==> config.mk <==
export PLATFORM = sky130hd
export DESIGN_NAME = fir_cfg_sequencer_flat
export DESIGN_NICKNAME = d
export VERILOG_FILES = /design/src/rtl/fir_pkg.sv /design/src/rtl/fir_cfg_sequencer_if.sv /design/src/rtl/fir_cfg_sequencer_axil_master_port.sv /design/src/rtl/fir_cfg_sequencer.sv /design/src/flat_wrapper.sv
export SDC_FILE = /design/constraint.sdc
export NUM_CORES = 1
export LEC_CHECK = 0
export ABC_AREA = 1
export BUFFER_PORTS_ARGS = -buffer_cell sky130_fd_sc_hd__buf_2
export CORE_MARGIN = 1
export CORE_UTILIZATION = 49
export DETAILED_ROUTE_END_ITERATION = 8
export HOLD_SLACK_MARGIN = 0.05
export PLACE_DENSITY = 0.77
export SYNTH_ARGS = -nofsm -noshare
export SYNTH_HDL_FRONTEND = slang
export SYNTH_HIERARCHICAL = 1
export SYNTH_SLANG_ARGS = --single-unit
==> constraint.sdc <==
create_clock -name axis_clk -period 3.2 [get_ports axis_clk]
set_input_delay 0.64 -clock axis_clk [delete_from_list [all_inputs] [get_ports axis_clk]]
set_output_delay 0.64 -clock axis_clk [all_outputs]
set_load 0.01 [all_outputs]
==> src/rtl/fir_pkg.sv <==
// fir_pkg: register map, ap_ctrl bit positions and sequencer states shared by the FIR configuration logic
package fir_pkg;
   localparam logic [11:0] FIR_AP_CTRL  = 12'h00;
   localparam logic [11:0] FIR_LENGTH   = 12'h10;
   localparam logic [11:0] FIR_TAP_BASE = 12'h20;
   localparam int AP_START_BIT = 0;
   localparam int AP_DONE_BIT  = 1;
   localparam int AP_IDLE_BIT  = 2;
   typedef enum logic [3:0] {
      S_IDLE, S_CHK_RD, S_CHK_WAIT, S_WR_LEN, S_TAP_GET, S_TAP_PUT,
      S_WR_START, S_WR_CLR, S_POLL_RD, S_POLL_WAIT, S_DONE
   } fir_seq_state_t;
endpackage

==> src/rtl/fir_cfg_sequencer_if.sv <==
// fir_cfg_sequencer_if: AXI4-Lite write-address/write-data/read channels without a write response
interface fir_cfg_sequencer_if #(parameter int AW = 12, parameter int DW = 32) ();
   logic          awvalid;
   logic          awready;
   logic [AW-1:0] awaddr;
   logic          wvalid;
   logic          wready;
   logic [DW-1:0] wdata;
   logic          arvalid;
   logic          arready;
   logic [AW-1:0] araddr;
   logic          rvalid;
   logic          rready;
   logic [DW-1:0] rdata;
   modport master (output awvalid, awaddr, wvalid, wdata, arvalid, araddr, rready,
                   input awready, wready, arready, rvalid, rdata);
   modport slave (input awvalid, awaddr, wvalid, wdata, arvalid, araddr, rready,
                  output awready, wready, arready, rvalid, rdata);
endinterface

==> src/rtl/fir_cfg_sequencer_axil_master_port.sv <==
// axil_master_port: single-outstanding AXI4-Lite beat engine launched by a one-cycle req pulse
module axil_master_port #(
   parameter int AW = 12,
   parameter int DW = 32
) (
   input  logic          clk,
   input  logic          rst,
   input  logic          req,
   input  logic          we,
   input  logic [AW-1:0] addr,
   input  logic [DW-1:0] wdata,
   output logic          ack,
   output logic [DW-1:0] rdata,
   fir_cfg_sequencer_if.master bus
);
   // launch a beat on req, retire it on handshake; ack lands in the release cycle so beats are spaced by two
   always_ff @(posedge clk or posedge rst) begin
      if (rst) begin
         bus.awvalid <= 1'b0;
         bus.wvalid  <= 1'b0;
         bus.awaddr  <= '0;
         bus.wdata   <= '0;
         bus.arvalid <= 1'b0;
         bus.araddr  <= '0;
         bus.rready  <= 1'b0;
         ack         <= 1'b0;
         rdata       <= '0;
      end else begin
         ack <= 1'b0;
         if (req && we) begin
            bus.awvalid <= 1'b1;
            bus.wvalid  <= 1'b1;
            bus.awaddr  <= addr;
            bus.wdata   <= wdata;
         end
         if (req && !we) begin
            bus.arvalid <= 1'b1;
            bus.araddr  <= addr;
         end
         if (bus.awvalid && bus.awready && bus.wready) begin
            bus.awvalid <= 1'b0;
            bus.wvalid  <= 1'b0;
            ack         <= 1'b1;
         end
         if (bus.arvalid && bus.arready) begin
            bus.arvalid <= 1'b0;
            bus.rready  <= 1'b1;
         end
         if (bus.rready && bus.rvalid) begin
            bus.rready <= 1'b0;
            rdata      <= bus.rdata;
            ack        <= 1'b1;
         end
      end
   end
endmodule

==> src/rtl/fir_cfg_sequencer.sv <==
// fir_cfg_sequencer: AXI4-Lite master that loads length and taps into the FIR, starts it and polls for completion
module fir_cfg_sequencer
   import fir_pkg::*;
#(
   parameter int pADDR_WIDTH = 12,
   parameter int pDATA_WIDTH = 32,
   parameter int Tape_Num    = 11,
   parameter int POLL_GAP    = 4,
   parameter int POLL_MAX    = 1023
) (
   input  logic                   axis_clk,
   input  logic                   axis_rst,
   input  logic                   cmd_valid,
   output logic                   cmd_ready,
   input  logic [pDATA_WIDTH-1:0] cmd_length,
   input  logic                   coef_valid,
   output logic                   coef_ready,
   input  logic [pDATA_WIDTH-1:0] coef_data,
   fir_cfg_sequencer_if.master    bus,
   output logic                   busy,
   output logic                   done,
   output logic                   err
);
   localparam int GW = $clog2(POLL_GAP + 1);
   localparam int CW = $clog2(POLL_MAX + 1);
   localparam int IW = $clog2(Tape_Num + 1);
   fir_seq_state_t state, state_n;
   logic [pDATA_WIDTH-1:0] len;
   logic [IW-1:0] idx;
   logic [CW-1:0] rd_cnt;
   logic [GW-1:0] gap_cnt;
   logic req, we, ack;
   logic [pADDR_WIDTH-1:0] addr;
   logic [pDATA_WIDTH-1:0] wdata, rdata;
   logic last_rd, gap_end, rd_state;
   assign last_rd  = rd_cnt == CW'(POLL_MAX - 1);
   assign gap_end  = gap_cnt == GW'(POLL_GAP - 1);
   assign rd_state = state == S_CHK_RD || state == S_POLL_RD;
   assign cmd_ready  = state == S_IDLE;
   assign coef_ready = state == S_TAP_GET;
   assign busy       = state != S_IDLE;
   assign done       = state == S_DONE;
   // a beat is launched on the transition into an issuing state so its valid rises in that state's first cycle
   assign req = state_n != state && (state_n inside {S_CHK_RD, S_WR_LEN, S_TAP_PUT, S_WR_START, S_WR_CLR, S_POLL_RD});
   assign we  = !(state_n inside {S_CHK_RD, S_POLL_RD});
   assign addr = state_n == S_WR_LEN ? pADDR_WIDTH'(FIR_LENGTH) :
                 state_n == S_TAP_PUT ? pADDR_WIDTH'(FIR_TAP_BASE) + (pADDR_WIDTH'(idx) << 2) :
                 pADDR_WIDTH'(FIR_AP_CTRL);
   assign wdata = state_n == S_WR_LEN ? len :
                  state_n == S_TAP_PUT ? coef_data :
                  state_n == S_WR_START ? pDATA_WIDTH'(1) << AP_START_BIT : '0;
   axil_master_port #(.AW(pADDR_WIDTH), .DW(pDATA_WIDTH)) u_port (
      .clk(axis_clk), .rst(axis_rst), .req(req), .we(we), .addr(addr),
      .wdata(wdata), .ack(ack), .rdata(rdata), .bus(bus)
   );
   // state register
   always_ff @(posedge axis_clk or posedge axis_rst) begin
      if (axis_rst) state <= S_IDLE;
      else state <= state_n;
   end
   // next-state: every bus state waits for the port ack; failed status reads retry after a gap until the read budget runs out
   always_comb begin
      state_n = state;
      case (state)
         S_IDLE:      if (cmd_valid) state_n = S_CHK_RD;
         S_CHK_RD:    if (ack) state_n = rdata[AP_IDLE_BIT] ? S_WR_LEN : last_rd ? S_IDLE : S_CHK_WAIT;
         S_CHK_WAIT:  if (gap_end) state_n = S_CHK_RD;
         S_WR_LEN:    if (ack) state_n = S_TAP_GET;
         S_TAP_GET:   if (coef_valid) state_n = S_TAP_PUT;
         S_TAP_PUT:   if (ack) state_n = idx == IW'(Tape_Num - 1) ? S_WR_START : S_TAP_GET;
         S_WR_START:  if (ack) state_n = S_WR_CLR;
         S_WR_CLR:    if (ack) state_n = S_POLL_RD;
         S_POLL_RD:   if (ack) state_n = rdata[AP_DONE_BIT] ? S_DONE : last_rd ? S_IDLE : S_POLL_WAIT;
         S_POLL_WAIT: if (gap_end) state_n = S_POLL_RD;
         S_DONE:      state_n = S_IDLE;
         default:     state_n = S_IDLE;
      endcase
   end
   // command context, tap index, read budget, poll gap timer and the sticky timeout flag
   always_ff @(posedge axis_clk or posedge axis_rst) begin
      if (axis_rst) begin
         len     <= '0;
         idx     <= '0;
         rd_cnt  <= '0;
         gap_cnt <= '0;
         err     <= 1'b0;
      end else begin
         if (state == S_IDLE && cmd_valid) begin
            len <= cmd_length;
            idx <= '0;
            err <= 1'b0;
         end
         if (state == S_TAP_PUT && ack) idx <= idx + 1'b1;
         if ((state == S_IDLE || state == S_WR_CLR) && state_n != state) rd_cnt <= '0;
         else if (rd_state && ack) rd_cnt <= rd_cnt + 1'b1;
         gap_cnt <= (state == S_CHK_WAIT || state == S_POLL_WAIT) ? gap_cnt + 1'b1 : '0;
         if (rd_state && ack && state_n == S_IDLE) err <= 1'b1;
      end
   end
endmodule

==> src/flat_wrapper.sv <==
// flat-port wrapper written by rule: the top's interface ports become plain ports
module fir_cfg_sequencer_flat import fir_pkg::*;
#(
   parameter int pADDR_WIDTH = 12,
   parameter int pDATA_WIDTH = 32,
   parameter int Tape_Num    = 11,
   parameter int POLL_GAP    = 4,
   parameter int POLL_MAX    = 1023
)
  (axis_clk, axis_rst, cmd_valid, cmd_ready, cmd_length, coef_valid, coef_ready, coef_data, busy, done, err, bus_awvalid, bus_awaddr, bus_wvalid, bus_wdata, bus_arvalid, bus_araddr, bus_rready, bus_awready, bus_wready, bus_arready, bus_rvalid, bus_rdata);
  fir_cfg_sequencer_if #(.AW(12), .DW(32)) bus_i ();
  input  logic axis_clk;
  input  logic axis_rst;
  input  logic cmd_valid;
  output logic cmd_ready;
  input  logic [pDATA_WIDTH-1:0] cmd_length;
  input  logic coef_valid;
  output logic coef_ready;
  input  logic [pDATA_WIDTH-1:0] coef_data;
  output logic busy;
  output logic done;
  output logic err;
  output wire logic [$bits(bus_i.awvalid)-1:0] bus_awvalid;
  output wire logic [$bits(bus_i.awaddr)-1:0] bus_awaddr;
  output wire logic [$bits(bus_i.wvalid)-1:0] bus_wvalid;
  output wire logic [$bits(bus_i.wdata)-1:0] bus_wdata;
  output wire logic [$bits(bus_i.arvalid)-1:0] bus_arvalid;
  output wire logic [$bits(bus_i.araddr)-1:0] bus_araddr;
  output wire logic [$bits(bus_i.rready)-1:0] bus_rready;
  input wire logic [$bits(bus_i.awready)-1:0] bus_awready;
  input wire logic [$bits(bus_i.wready)-1:0] bus_wready;
  input wire logic [$bits(bus_i.arready)-1:0] bus_arready;
  input wire logic [$bits(bus_i.rvalid)-1:0] bus_rvalid;
  input wire logic [$bits(bus_i.rdata)-1:0] bus_rdata;
  assign bus_awvalid = bus_i.awvalid;
  assign bus_awaddr = bus_i.awaddr;
  assign bus_wvalid = bus_i.wvalid;
  assign bus_wdata = bus_i.wdata;
  assign bus_arvalid = bus_i.arvalid;
  assign bus_araddr = bus_i.araddr;
  assign bus_rready = bus_i.rready;
  assign bus_i.awready = bus_awready;
  assign bus_i.wready = bus_wready;
  assign bus_i.arready = bus_arready;
  assign bus_i.rvalid = bus_rvalid;
  assign bus_i.rdata = bus_rdata;
  fir_cfg_sequencer #(.pADDR_WIDTH(pADDR_WIDTH), .pDATA_WIDTH(pDATA_WIDTH), .Tape_Num(Tape_Num), .POLL_GAP(POLL_GAP), .POLL_MAX(POLL_MAX)) u_core (.axis_clk(axis_clk), .axis_rst(axis_rst), .cmd_valid(cmd_valid), .cmd_ready(cmd_ready), .cmd_length(cmd_length), .coef_valid(coef_valid), .coef_ready(coef_ready), .coef_data(coef_data), .bus(bus_i), .busy(busy), .done(done), .err(err));
endmodule
# Word level (Yosys, flattened, before mapping)
# Cells that the tools add are included.
[classes]
n_addsub = 4
multipliers = 0
div = 0
order_cmp = 0
eq_ne = 20
n_shift = 0
muxes = 36
bitwise_logic = 0
reduce_logical = 27
[ops]
columns = ["op", "n"]
rows = [
  ["$mux 32", 2],
  ["$mux 4", 14],
  ["$pmux 4 s10", 1],
  ["$eq 4x3->1 const B", 7],
  ["$mux 12", 2],
  ["$eq 4x4->1 const B", 5],
  ["$mux 10", 2],
  ["$reduce_bool 2->1", 7],
  ["$eq 4x2->1 const B", 3],
  ["$logic_and 1x1->1", 12],
  ["$mux 1", 11],
  ["$add 10x1->10 const B", 1],
  ["$eq 10x10->1 const B", 1],
  ["$eq 4x1->1 const B", 2],
  ["$logic_not 4->1", 2],
  ["$add 6x6->7 const A", 1],
  ["$mux 2", 3],
  ["$reduce_bool 6->1", 1],
  ["$add 4x1->4 const B", 1],
  ["$ne 4x4->1", 1],
  ["$reduce_bool 4->1", 1],
  ["$add 3x1->3 const B", 1],
  ["$eq 3x2->1 const B", 1],
  ["$logic_or 1x1->1", 3],
  ["other kinds (2)", 2],
]
[totals]
ff_bits = 117
latchBits = 0
ramBits = 0
mem_bits_ro = 0
input_bits = 104
output_inout_bits = 65
elab_cells = 101
n_memories = 0

# Longest topological paths before layout
# Gate-level depths: netlist of run 1.
[depth]
depth_word = 11
mapped_depth = 20
depth_no_buf = 19

# By module
# The synthesis of run 1 kept the hierarchy.
[modules_own_cells]
columns = ["mod", "n_inst", "cells_per_inst", "area_each_um2", "seq_area_each_um2"]
rows = [
  ["axil_master_port", 1, 405, 3709.8, 2302.2],
  ["fir_cfg_sequencer", 1, 466, 3246.9, 1351.3],
]

# Worst setup path after synthesis of run 1
# No wires, ideal clock.
[synth_timing]
path_kind = "register to register"
from = "register u_core.gap_cnt[0]"
to = "register u_core.u_port.bus.awaddr[0]"
setup_time_ns = 0.117
t_arrival_ns = 2.064
required_time_ns = 3.083
setup_slack_ns = 1.020
path_stages_with_launch = 17
n_path_buf = 2
period_less_slack_ns = 2.180
path_cell_list = "dfrtp_1 -> ha_1 -> ha_1 -> nand3_1 -> nand2_1 -> nor2_1 -> nand4_4 -> nor2_1 -> nand2_1 -> nand2_1 -> nor2_1 -> nor2_1 -> buf_6 -> nand2_4 -> buf_6 -> nand2_1 -> nand2_1"
[synth_via]
elab_chain_cells = 7
word_cells_on_any_way = 18
cone_classes = "eq/ne (8); mux (5); reduce/logical (5)"
[synth_lines]
columns = ["element", "line", "rtl"]
rows = [
  ["start: declaration", "fir_cfg_sequencer.sv:31", "logic [GW-1:0] gap_cnt;"],
  ["start signal: assignment", "fir_cfg_sequencer.sv:96", "gap_cnt <= (state == S_CHK_WAIT || state == S_POLL_WAIT) ? gap_cnt + 1'b1 : '0;"],
  ["$eq 3x2->1 (*)", "fir_cfg_sequencer.sv:37", "assign gap_end = gap_cnt == GW'(POLL_GAP - 1);"],
  ["$mux 4, on equally long branches", "fir_cfg_sequencer.sv:74, fir_cfg_sequencer.sv:67", ""],
  ["$pmux 4 s10 (*)", "fir_cfg_sequencer.sv:64", "case (state)"],
  ["net u_core.state_n[0]", "fir_cfg_sequencer.sv:27", "fir_seq_state_t state, state_n;"],
  ["$eq 4x1->1 (tied with other cells)", "fir_cfg_sequencer.sv:44", "assign req = state_n != state && (state_n inside {S_CHK_RD, S_WR_LEN, S_TAP_PUT, S_WR_START, S_WR_CLR, S_POLL_ ..."],
  ["$reduce_bool 6->1", "fir_cfg_sequencer.sv:44", ""],
  ["$logic_and 1x1->1 (*)", "fir_cfg_sequencer.sv:44", ""],
  ["net u_core.req", "fir_cfg_sequencer.sv:32", "logic req, we, ack;"],
  ["$logic_and 1x1->1 (*)", "fir_cfg_sequencer_axil_master_port.sv:30", "if (req && we) begin"],
  ["end signal: assignment", "fir_cfg_sequencer_axil_master_port.sv:33", "bus.awaddr <= addr;"],
  ["end: declaration", "fir_cfg_sequencer_if.sv:15", "modport master (output awvalid, awaddr, wvalid, wdata, arvalid, araddr, rready,"],
]
# The timed path passes the listed nets; every way through them passes the cells marked *.
# A chain may end at the register's enable or synchronous reset.

# Final worst setup path of run 1
[layout_timing]
from = "register u_core.u_port.ack"
to = "register u_core.u_port.bus.araddr[6]"
[layout_via]
elab_chain_cells = 6
word_cells_on_any_way = 20
cone_classes = "eq/ne (7); mux (9); reduce/logical (4)"
[layout_lines]
columns = ["element", "line", "rtl"]
rows = [
  ["start: declaration", "fir_cfg_sequencer_axil_master_port.sv:12", "output logic ack,"],
  ["start signal: assignment", "fir_cfg_sequencer_axil_master_port.sv:26", "ack <= 1'b0;"],
  ["start signal: assignment", "fir_cfg_sequencer_axil_master_port.sv:29", "ack <= 1'b0;"],
  ["start signal: assignment", "fir_cfg_sequencer_axil_master_port.sv:43", "ack <= 1'b1;"],
  ["$mux 4 (tied with other cells)", "fir_cfg_sequencer.sv:73", "S_POLL_RD: if (ack) state_n = rdata[AP_DONE_BIT] ? S_DONE : last_rd ? S_IDLE : S_POLL_WAIT;"],
  ["$pmux 4 s10 (*)", "fir_cfg_sequencer.sv:64", ""],
  ["net u_core.state_n[0]", "fir_cfg_sequencer.sv:27", ""],
  ["$eq 4x1->1 (tied with other cells)", "fir_cfg_sequencer.sv:44", ""],
  ["$reduce_bool 6->1", "fir_cfg_sequencer.sv:44", ""],
  ["$logic_and 1x1->1 (*)", "fir_cfg_sequencer.sv:44", ""],
  ["net u_core.req", "fir_cfg_sequencer.sv:32", ""],
  ["$logic_and 1x1->1 (*)", "fir_cfg_sequencer_axil_master_port.sv:36", "if (req && !we) begin"],
  ["end signal: assignment", "fir_cfg_sequencer_axil_master_port.sv:38", "bus.araddr <= addr;"],
  ["end: declaration", "fir_cfg_sequencer_if.sv:15", ""],
]
# Marked as above.

==> results of run 1 <==
sequential cells by signal, indices dropped and copies added, names as in the netlist:
signal / cells
u_core/u_port/bus.awaddr: 12
u_core/err: 1
u_core/u_port/bus.rready: 1
u_core/u_port/ack: 1
u_core/idx: 4
u_core/rd_cnt: 10
u_core/u_port/bus.wdata: 32
u_core/state: 4
u_core/u_port/bus.araddr: 12
u_core/u_port/rdata: 2
u_core/u_port/bus.arvalid: 1
u_core/len: 32
u_core/gap_cnt: 3
u_core/u_port/bus.wvalid: 1
repair_timing:
action,4_1_cts,5_1_grt
resized for setup,0,1
hold endpoints to repair,0,0
buffers inserted,0,0
endpoints found under the setup margin,0,34
final timing paths:
path,start,to,slack [ns]
min in group axis_clk,cmd_length[2],u_core/len[2]$_DFFE_PP0P_,0.42
hold / removal,axis_rst,u_core/gap_cnt[1]$_DFF_PP0_,0.32
setup reg to reg,u_core/u_port/ack$_DFF_PP0_,u_core/u_port/bus.araddr[6]$_DFFE_PP0P_,0.33
setup / recovery,u_core/u_port/ack$_DFF_PP0_,u_core/u_port/bus.araddr[6]$_DFFE_PP0P_,0.33
hold reg to reg,u_core/gap_cnt[0]$_DFF_PP0_,u_core/gap_cnt[0]$_DFF_PP0_,0.44
max in group asynchronous,axis_rst,u_core/u_port/bus.wdata[18]$_DFFE_PP0P_,2.12
stage by stage:
stage	total power [mW]	instances	worst slack (ns)	hold WS [ns]	instance area [um2]
global route	7.481	1044	0.05191	0.3569	7064
CTS	6.925	1044	0.2784	0.3350	7056
floorplan	4.608	759	1.019	0.4099	5852
detailed placement	5.201	1013	0.3302	0.4296	6535
finish	6.915	1044	0.3320	0.3227	7064
global placement	5.127	1013	0.3332	0.4224	6535
area by class of cell:
type                            instances  area [um2]  share of cell area
Clock buffer                           25       465.4             0.06589
Clock inverter                          6       55.05            0.007793
Inverter                               57       214.0             0.03029
Multi-Input combinational cell        548        2475              0.3503
Sequential cell                       116        2903              0.4109
Tap cell                              143       178.9             0.02533
Timing Repair Buffer                  149       773.2              0.1095
power by group:
| group | leakage (nW) | internal [mW] | switching [mW] |
|---|---|---|---|
| Clock | 0.259 | 1.07 | 0.620 |
| Sequential | 1.52 | 1.96 | 0.286 |
| Combinational | 2.27 | 0.881 | 2.10 |
| Total | 4.06 | 3.91 | 3.00 |
worst register-to-register path: cells and delay by family, from the launching register on:
| kind | cells | cell delay (ns) |
|---|---|---|
| buf+inv | 2 | 0.34 |
| flops | 1 | 0.58 |
| simple gates | 14 | 1.88 |
layer usage:
metal | global-route usage | share of wire
met5 | 0 | 0
met2 | 0.3971 | 0.47
met4 | 0.08444 | 0.015
met1 | 0.3304 | 0.46
met3 | 0.05905 | 0.052
==> flow_summary.json, run 1 <==
{
  "outcome": "finished, final reports clean",
  "wl_um": 14040,
  "rows": 39,
  "slew_viol_final": 0,
  "start_util": 0.5061,
  "final_cell_mix": "nand2_1, buf_2, dfrtp_1, nand3_1, inv_1",
  "slew_headroom": 0.2409,
  "worstPathCellList": "inv_1, nand2_1, nand2_1, nand2_1, nand2_1, nor2_2, nand4_4, nor2_1, nand2_1, nand2_1, nor2_1, nor2_4, inv_1, nor2_4, nand2_1, nand2_1",
  "via_per_inst": 4.906,
  "numCtsBuffers": 17,
  "synthCells": 746,
  "fin_util": 0.6160,
  "first_iter_violations": 280,
  "ant_nets": 0,
  "grt_pass1_vias": 5009,
  "nNetsFinal": 999,
  "p_leak_nw": 4.057,
  "dp_hpwl_um": 9498,
  "grt_usage": 0.2478,
  "crit_fanout": 18,
  "max_freq_ghz": 0.3487,
  "avgRoutedWirePerCell_um": 13.44,
  "powerDensity_mw_per_mm2": 978.9,
  "maxCapViolCount": 0,
  "antenna_cells": 0,
  "grt_max_degree": 46,
  "hp-class": "input port to async pin",
  "reg2reg_depth": 16,
  "cp.required_ns": 3.56,
  "rsz0062_at_grt": "false",
  "worst_clock_skew_ns": 0.007289,
  "period_share": 0.8962,
  "cp_top_family": "simple AND/OR/NAND/NOR gates",
  "cts_hold_buf": 0,
  "crit_buf_inv": 2,
  "nFillCells": 1077,
  "cts_root_buf": "clkbuf_16",
  "antenna_found_initial": 0,
  "tightest_slew_ns": 1.137,
  "cp-end-kind": "flop",
  "critPathMaxStageDelay_ns": 0.58,
  "clock_path_buffers": 2,
  "syn_to_final_growth_pct": 21.73,
  "layout-drive-gt1-share": 0.2408,
  "dieHeight_um": 110.8,
  "gp_congestion": 0.8797,
  "clock_latency_ns": 0.42,
  "dr.pass1.iters": 5,
  "setup_viol": 0,
  "grt.overflow.total": 0,
  "h-tree-depth": 4,
  "clkSinkCount": 116,
  "path_depth": 16,
  "final_common_cell": "nand2_1",
  "drc_errors": 0,
  "syn_avg_cell_area_um2": 7.779,
  "num_vias": 5122,
  "port_buffers": 138,
  "fin_crit_ns": 2.868,
  "die_x_um": 110.8,
  "cts.reportedPaths.clkPinSlew_ns": 0.05,
  "tns_ns": 0,
  "worst_path_most_repeated_cell": "nand2_1",
  "cp-start-kind": "flop",
  "syn-cell-area_mm2": 0.005803,
  "io-pin-count": 169,
  "fp.dieArea_mm2": 0.01228,
  "final_hold_viol_count": 0,
  "cts_tree": "yes",
  "cp.arrival_ns": 3.23,
  "core_area_mm2": 0.01147,
  "path_class": "flop to flop",
  "grt_pass1_wl_um": 23850,
  "synth-warning-count": 6,
  "vdd_drop_max_mv": 0.5873,
  "cp_slowest_cell": "dfrtp_1"
}
(Power assumes the default switching activity.)
==> inputs of run 2 (changes only) <==
CORE_UTILIZATION = 35   (was 49)
PLACE_DENSITY = not set   (was 0.77)
RECOVER_POWER = 25   (was not set)
==> flow_summary.json, run 2 (synthesis gave the netlist of run 1 again) <==
{
  "ant_nets": 0,
  "dieHeight_um": 130.8,
  "outcome": "complete, but fails checks",
  "via_per_inst": 4.503,
  "slew_headroom": -0.4714,
  "nFillCells": 1667,
  "vdd_drop_max_mv": 0.5867,
  "cp.arrival_ns": 2.98,
  "p_total_mw": 7.082,
  "h-tree-depth": 4,
  "final_hold_viol_count": 0,
  "violations": "max-capacitance violations, max-slew violations",
  "die_x_um": 130.8,
  "fin_crit_ns": 2.686,
  "period_share": 0.8394,
  "cts_tree": "yes",
  "grt.overflow.total": 0,
  "core_area_mm2": 0.01606,
  "clock_path_buffers": 2,
  "path_class": "flop to flop",
  "cts.reportedPaths.clkPinSlew_ns": 0.05,
  "grt_pass1_wl_um": 24340,
  "post-cts-setup-buffers": 0,
  "cts_root_buf": "clkbuf_16",
  "p_leak_nw": 4.083,
  "fp.dieArea_mm2": 0.01710,
  "gp_congestion": 0.8644,
  "clkSinkCount": 116,
  "powerDensity_mw_per_mm2": 982.5,
  "syn_to_final_growth_pct": 24.21,
  "nNetsFinal": 1002,
  "dpl_cell_area_mm2": 0.006649,
  "port_buffers": 138,
  "cts_hold_buf": 0,
  "dr.pass1.iters": 5,
  "hp-class": "input port to async pin",
  "reg_top3": "u_core/len x32, u_core/u_port/bus.wdata x32",
  "cp-end-kind": "flop",
  "cp.required_ns": 3.50,
  "crit_fanout": 45,
  "finalInstanceArea_mm2": 0.007208,
  "num_vias": 5052,
  "wl_um": 15080,
  "layout-drive-gt1-share": 0.2431,
  "first_iter_violations": 209,
  "dp_hpwl_um": 10470,
  "tightest_slew_ns": 2.207,
  "tns_ns": 0,
  "start_util": 0.3614,
  "avgRoutedWirePerCell_um": 13.44,
  "numCtsBuffers": 17,
  "cts_resized": 0,
  "setup_viol": 0,
  "critical_path.startpoint": "u_core/u_port/ack$_DFF_PP0_",
  "grt_usage": 0.1871,
  "rsz0062_at_grt": "false",
  "stdcell_count": 1122,
  "drc_errors": 0,
  "r2r-start": "u_core/u_port/ack$_DFF_PP0_",
  "rows": 46,
  "grt_pass1_vias": 4900,
  "max_freq_ghz": 0.3723,
  "antenna_found_initial": 1,
  "slew_viol_final": 40,
  "io-pin-count": 169,
  "final_cell_mix": "nand2_1, buf_2, dfrtp_1, nand3_1, inv_1",
  "worst_clock_skew_ns": 0.01184,
  "cp-start-kind": "flop",
  "clock_latency_ns": 0.41,
  "maxCapViolCount": 1,
  "grt_max_degree": 46,
  "place_inst": 1089,
  "final_common_cell": "nand2_1"
}
==> run 2: cell count changes in the layout (fill, tap and decap cells not counted), moves of 2 or more <==
cell        previous run  this run
clkbuf_1               7         5
clkinv_4               0         3
clkinvlp_4             0         2
inv_1                 45        47
inv_2                 11         9
==> run 2: worst paths after layout <==
path	end	cells past startpoint	slack [ns]
worst min register to register	u_core/gap_cnt[0]$_DFF_PP0_	1	0.44
min in group axis_clk	u_core/len[11]$_DFFE_PP0P_	3	0.42
worst max-delay path	u_core/u_port/bus.wvalid$_DFFE_PP0P_	15	0.51
worst max register to register	u_core/u_port/bus.wvalid$_DFFE_PP0P_	15	0.51
max in group asynchronous	u_core/u_port/bus.rready$_DFFE_PP0P_	3	0.80
worst min-delay path	u_core/u_port/bus.wdata[2]$_DFFE_PP0P_	2	0.09
==> run 2: area by class of cell <==
class / count / area [um2] / share of cell area
Clock inverter: 13 / 135.1 / 0.01875
Sequential cell: 116 / 2903 / 0.4027
Clock buffer: 19 / 432.9 / 0.06006
Tap cell: 216 / 270.3 / 0.03749
Multi-Input combinational cell: 548 / 2464 / 0.3418
Antenna cell: 1 / 2.502 / 0.0003472
Inverter: 57 / 214.0 / 0.02968
Timing Repair Buffer: 152 / 787.0 / 0.1092
==> run 2: power breakdown <==
part           switching, mW  total [mW]  internal, mW
clock network          0.685        1.83          1.14
logic                   2.11        3.01         0.894
registers              0.290        2.25          1.96
==> run 2: worst max-delay path, stage by stage, from the launching register on <==
cell and delay [ns]:
dfrtp_1 0.58, inv_1 0.18, nand2_1 0.11, nand2_1 0.06
nand2_1 0.07, nand2_1 0.06, nor2_2 0.12, nand4_4 0.14
nor2_1 0.19, nand2_1 0.10, nand2_1 0.09, inv_2 0.17
nand2_4 0.49, nand2_1 0.10, nand2_1 0.08, inv_1 0.04
==> run 2: per-stage QoR <==
step	setup slack, ns	util	hold WS [ns]
2_1_floorplan	1.019	-	0.4099
3_3_place_gp	0.5281	0.4141	0.4246
3_5_place_dp	0.4840	0.4141	0.4373
4_1_cts	0.4597	0.4494	0.08216
5_1_grt	0.1216	0.4487	0.1184
6_report	0.5139	0.4489	0.09474
==> run 2: routing by layer <==
metal / up-vias / global-route usage / wire length, um
li1: 2597 / - / -
met5: - / 0 / 13
met4: 2 / 0.07370 / 137
met2: 111 / 0.2944 / 7146
met3: 8 / 0.04275 / 676
met1: 2334 / 0.2495 / 7103
==> inputs of run 3 (changes only) <==
clock period = 2.71 ns   (was 3.2 ns; I/O delays follow)
==> flow_summary.json, run 3 (synthesis gave the netlist of run 1 again) <==
{
  "outcome": "finished, final reports clean",
  "worst_slack_ns": 0.2458,
  "cp-start-kind": "flop",
  "via_per_inst": 4.563,
  "clock_path_buffers": 2,
  "grt_pass1_wl_um": 24290,
  "first_iter_violations": 303,
  "final_hold_viol_count": 0,
  "layout-drive-gt1-share": 0.2500,
  "numCtsBuffers": 17,
  "cts_tree": "yes",
  "ant_nets": 0,
  "final_cell_mix": "nand2_1, buf_2, dfrtp_1, nand3_1, inv_1",
  "grtUsageMet1": 0.2581,
  "p_leak_nw": 4.123,
  "grtUsageMet2": 0.2842,
  "setup_viol": 0,
  "place_inst": 1091,
  "cp_slowest_cell": "dfrtp_1",
  "cp_top_family": "simple AND/OR/NAND/NOR gates",
  "dp_hpwl_um": 10330,
  "grt.busiest_layer": "met2",
  "dieHeight_um": 130.8,
  "crit_fanout": 17,
  "rows": 46,
  "crit_buf_inv": 3,
  "cts_hold_buf": 0,
  "clock_latency_ns": 0.42,
  "slew_headroom": 0.1047,
  "core_area_mm2": 0.01606,
  "worst_clock_skew_ns": 0.008442,
  "worstPathCellList": "ha_1, ha_1, inv_1, o211ai_1, nand3_2, nor2_4, nand2_2, nor2_1, nand2_1, nand2_1, nor2_1, nor2_4, buf_12, buf_4, nand3_1, nand2_1",
  "grt.overflow.total": 0,
  "fp.dieArea_mm2": 0.01710,
  "antenna_found_initial": 1,
  "port_buffers": 138,
  "grt_pass1_vias": 4762,
  "h-tree-depth": 4,
  "cts_root_buf": "clkbuf_16",
  "stdcell_count": 1124,
  "start_util": 0.3614,
  "syn_to_final_growth_pct": 25.79,
  "max_freq_ghz": 0.4058,
  "tightest_slew_ns": 1.343,
  "final_common_cell": "nand2_1",
  "period_share": 0.9093,
  "grt_max_degree": 51,
  "fin_crit_ns": 2.464,
  "avgRoutedWirePerCell_um": 13.65,
  "nNetsFinal": 1006,
  "antenna_cells": 0,
  "gp_congestion": 0.8584,
  "rsz0062_at_grt": "false",
  "grt_usage": 0.1882,
  "dr.pass1.iters": 4,
  "die_x_um": 130.8,
  "cp.arrival_ns": 2.82,
  "num_vias": 5129,
  "cp.required_ns": 3.06,
  "reg_top3": "u_core/len x32, u_core/u_port/bus.wdata x32",
  "io-pin-count": 169,
  "path_class": "flop to flop",
  "drc_errors": 0,
  "worst_path_most_repeated_cell": "nand2_1",
  "wl_um": 15350,
  "cp-end-kind": "flop",
  "cts.reportedPaths.clkPinSlew_ns": 0.05,
  "tns_ns": 0,
  "post-place-ws_ns": 0.07485,
  "critPathMaxStageDelay_ns": 0.34,
  "maxCapViolCount": 0,
  "powerDensity_mw_per_mm2": 1194,
  "hp-class": "input port to async pin",
  "slew_viol_final": 0,
  "grt_use_met3": 0.04316,
  "clkSinkCount": 116,
  "vdd_drop_max_mv": 0.7314
}
[run 3: layout make-up]
class / instances / area, um2
Clock buffer: 19 / 452.9
Clock inverter: 12 / 130.1
Fill cell: 1628 / 8758
Inverter: 57 / 214.0
Multi-Input combinational cell: 549 / 2489
Sequential cell: 116 / 2903
Tap cell: 216 / 270.3
Timing Repair Buffer: 155 / 840.8
[run 3: worst reg2reg max path: cells and delay by family, from the launching register on]
family | cells | cell delay (ns)
buffers and inverters | 3 | 0.45
and+or+nand+nor | 10 | 1.08
DFF | 1 | 0.34
adders and majority gates | 2 | 0.33
AOI/OAI and AO/OA | 1 | 0.20
[run 3: worst paths after layout]
| check | start | to | slack, ns | depth (start not counted) |
|---|---|---|---|---|
| setup / recovery | u_core/gap_cnt[0]$_DFF_PP0_ | u_core/u_port/bus.wdata[29]$_DFFE_PP0P_ | 0.25 | 16 |
| hold / removal | axis_rst | u_core/len[1]$_DFFE_PP0P_ | 0.16 | 2 |
| setup reg to reg | u_core/gap_cnt[0]$_DFF_PP0_ | u_core/u_port/bus.wdata[29]$_DFFE_PP0P_ | 0.25 | 16 |
| hold reg to reg | u_core/gap_cnt[0]$_DFF_PP0_ | u_core/gap_cnt[0]$_DFF_PP0_ | 0.43 | 1 |
| max in group asynchronous | axis_rst | u_core/u_port/bus.araddr[2]$_DFFE_PP0P_ | 0.87 | 3 |
| min in group axis_clk | cmd_length[3] | u_core/len[3]$_DFFE_PP0P_ | 0.32 | 3 |
[run 3: report_power, final]
| part | switching [mW] | internal, mW | total (mW) |
|---|---|---|---|
| registers | 0.331 | 2.31 | 2.64 |
| clock network | 0.820 | 1.39 | 2.21 |
| logic | 2.65 | 1.21 | 3.86 |
[run 3: what timing repair did]
item                                   CTS  global route
setup endpoints to repair                0            49
setup buffers                            0             1
gates resized for setup                  0             3
endpoints found under the hold margin    0             0
[run 3: per-layer routing]
metal	wire [um]	vias to the layer above
met1	7086	2345
li1	-	2595
met3	862	26
met4	295	2
met5	13	-
met2	7087	161
[run 3: metrics by stage]
stage	power, mW	utilization	area [um2]	hold WS (ns)
2_1_floorplan	5.441	-	5852	0.4099
3_3_place_gp	6.300	0.4173	6701	0.4237
3_5_place_dp	6.355	0.4173	6701	0.4327
4_1_cts	8.623	0.4536	7284	0.09013
5_1_grt	9.435	0.4546	7300	0.1891
6_report	8.718	0.4546	7300	0.1579
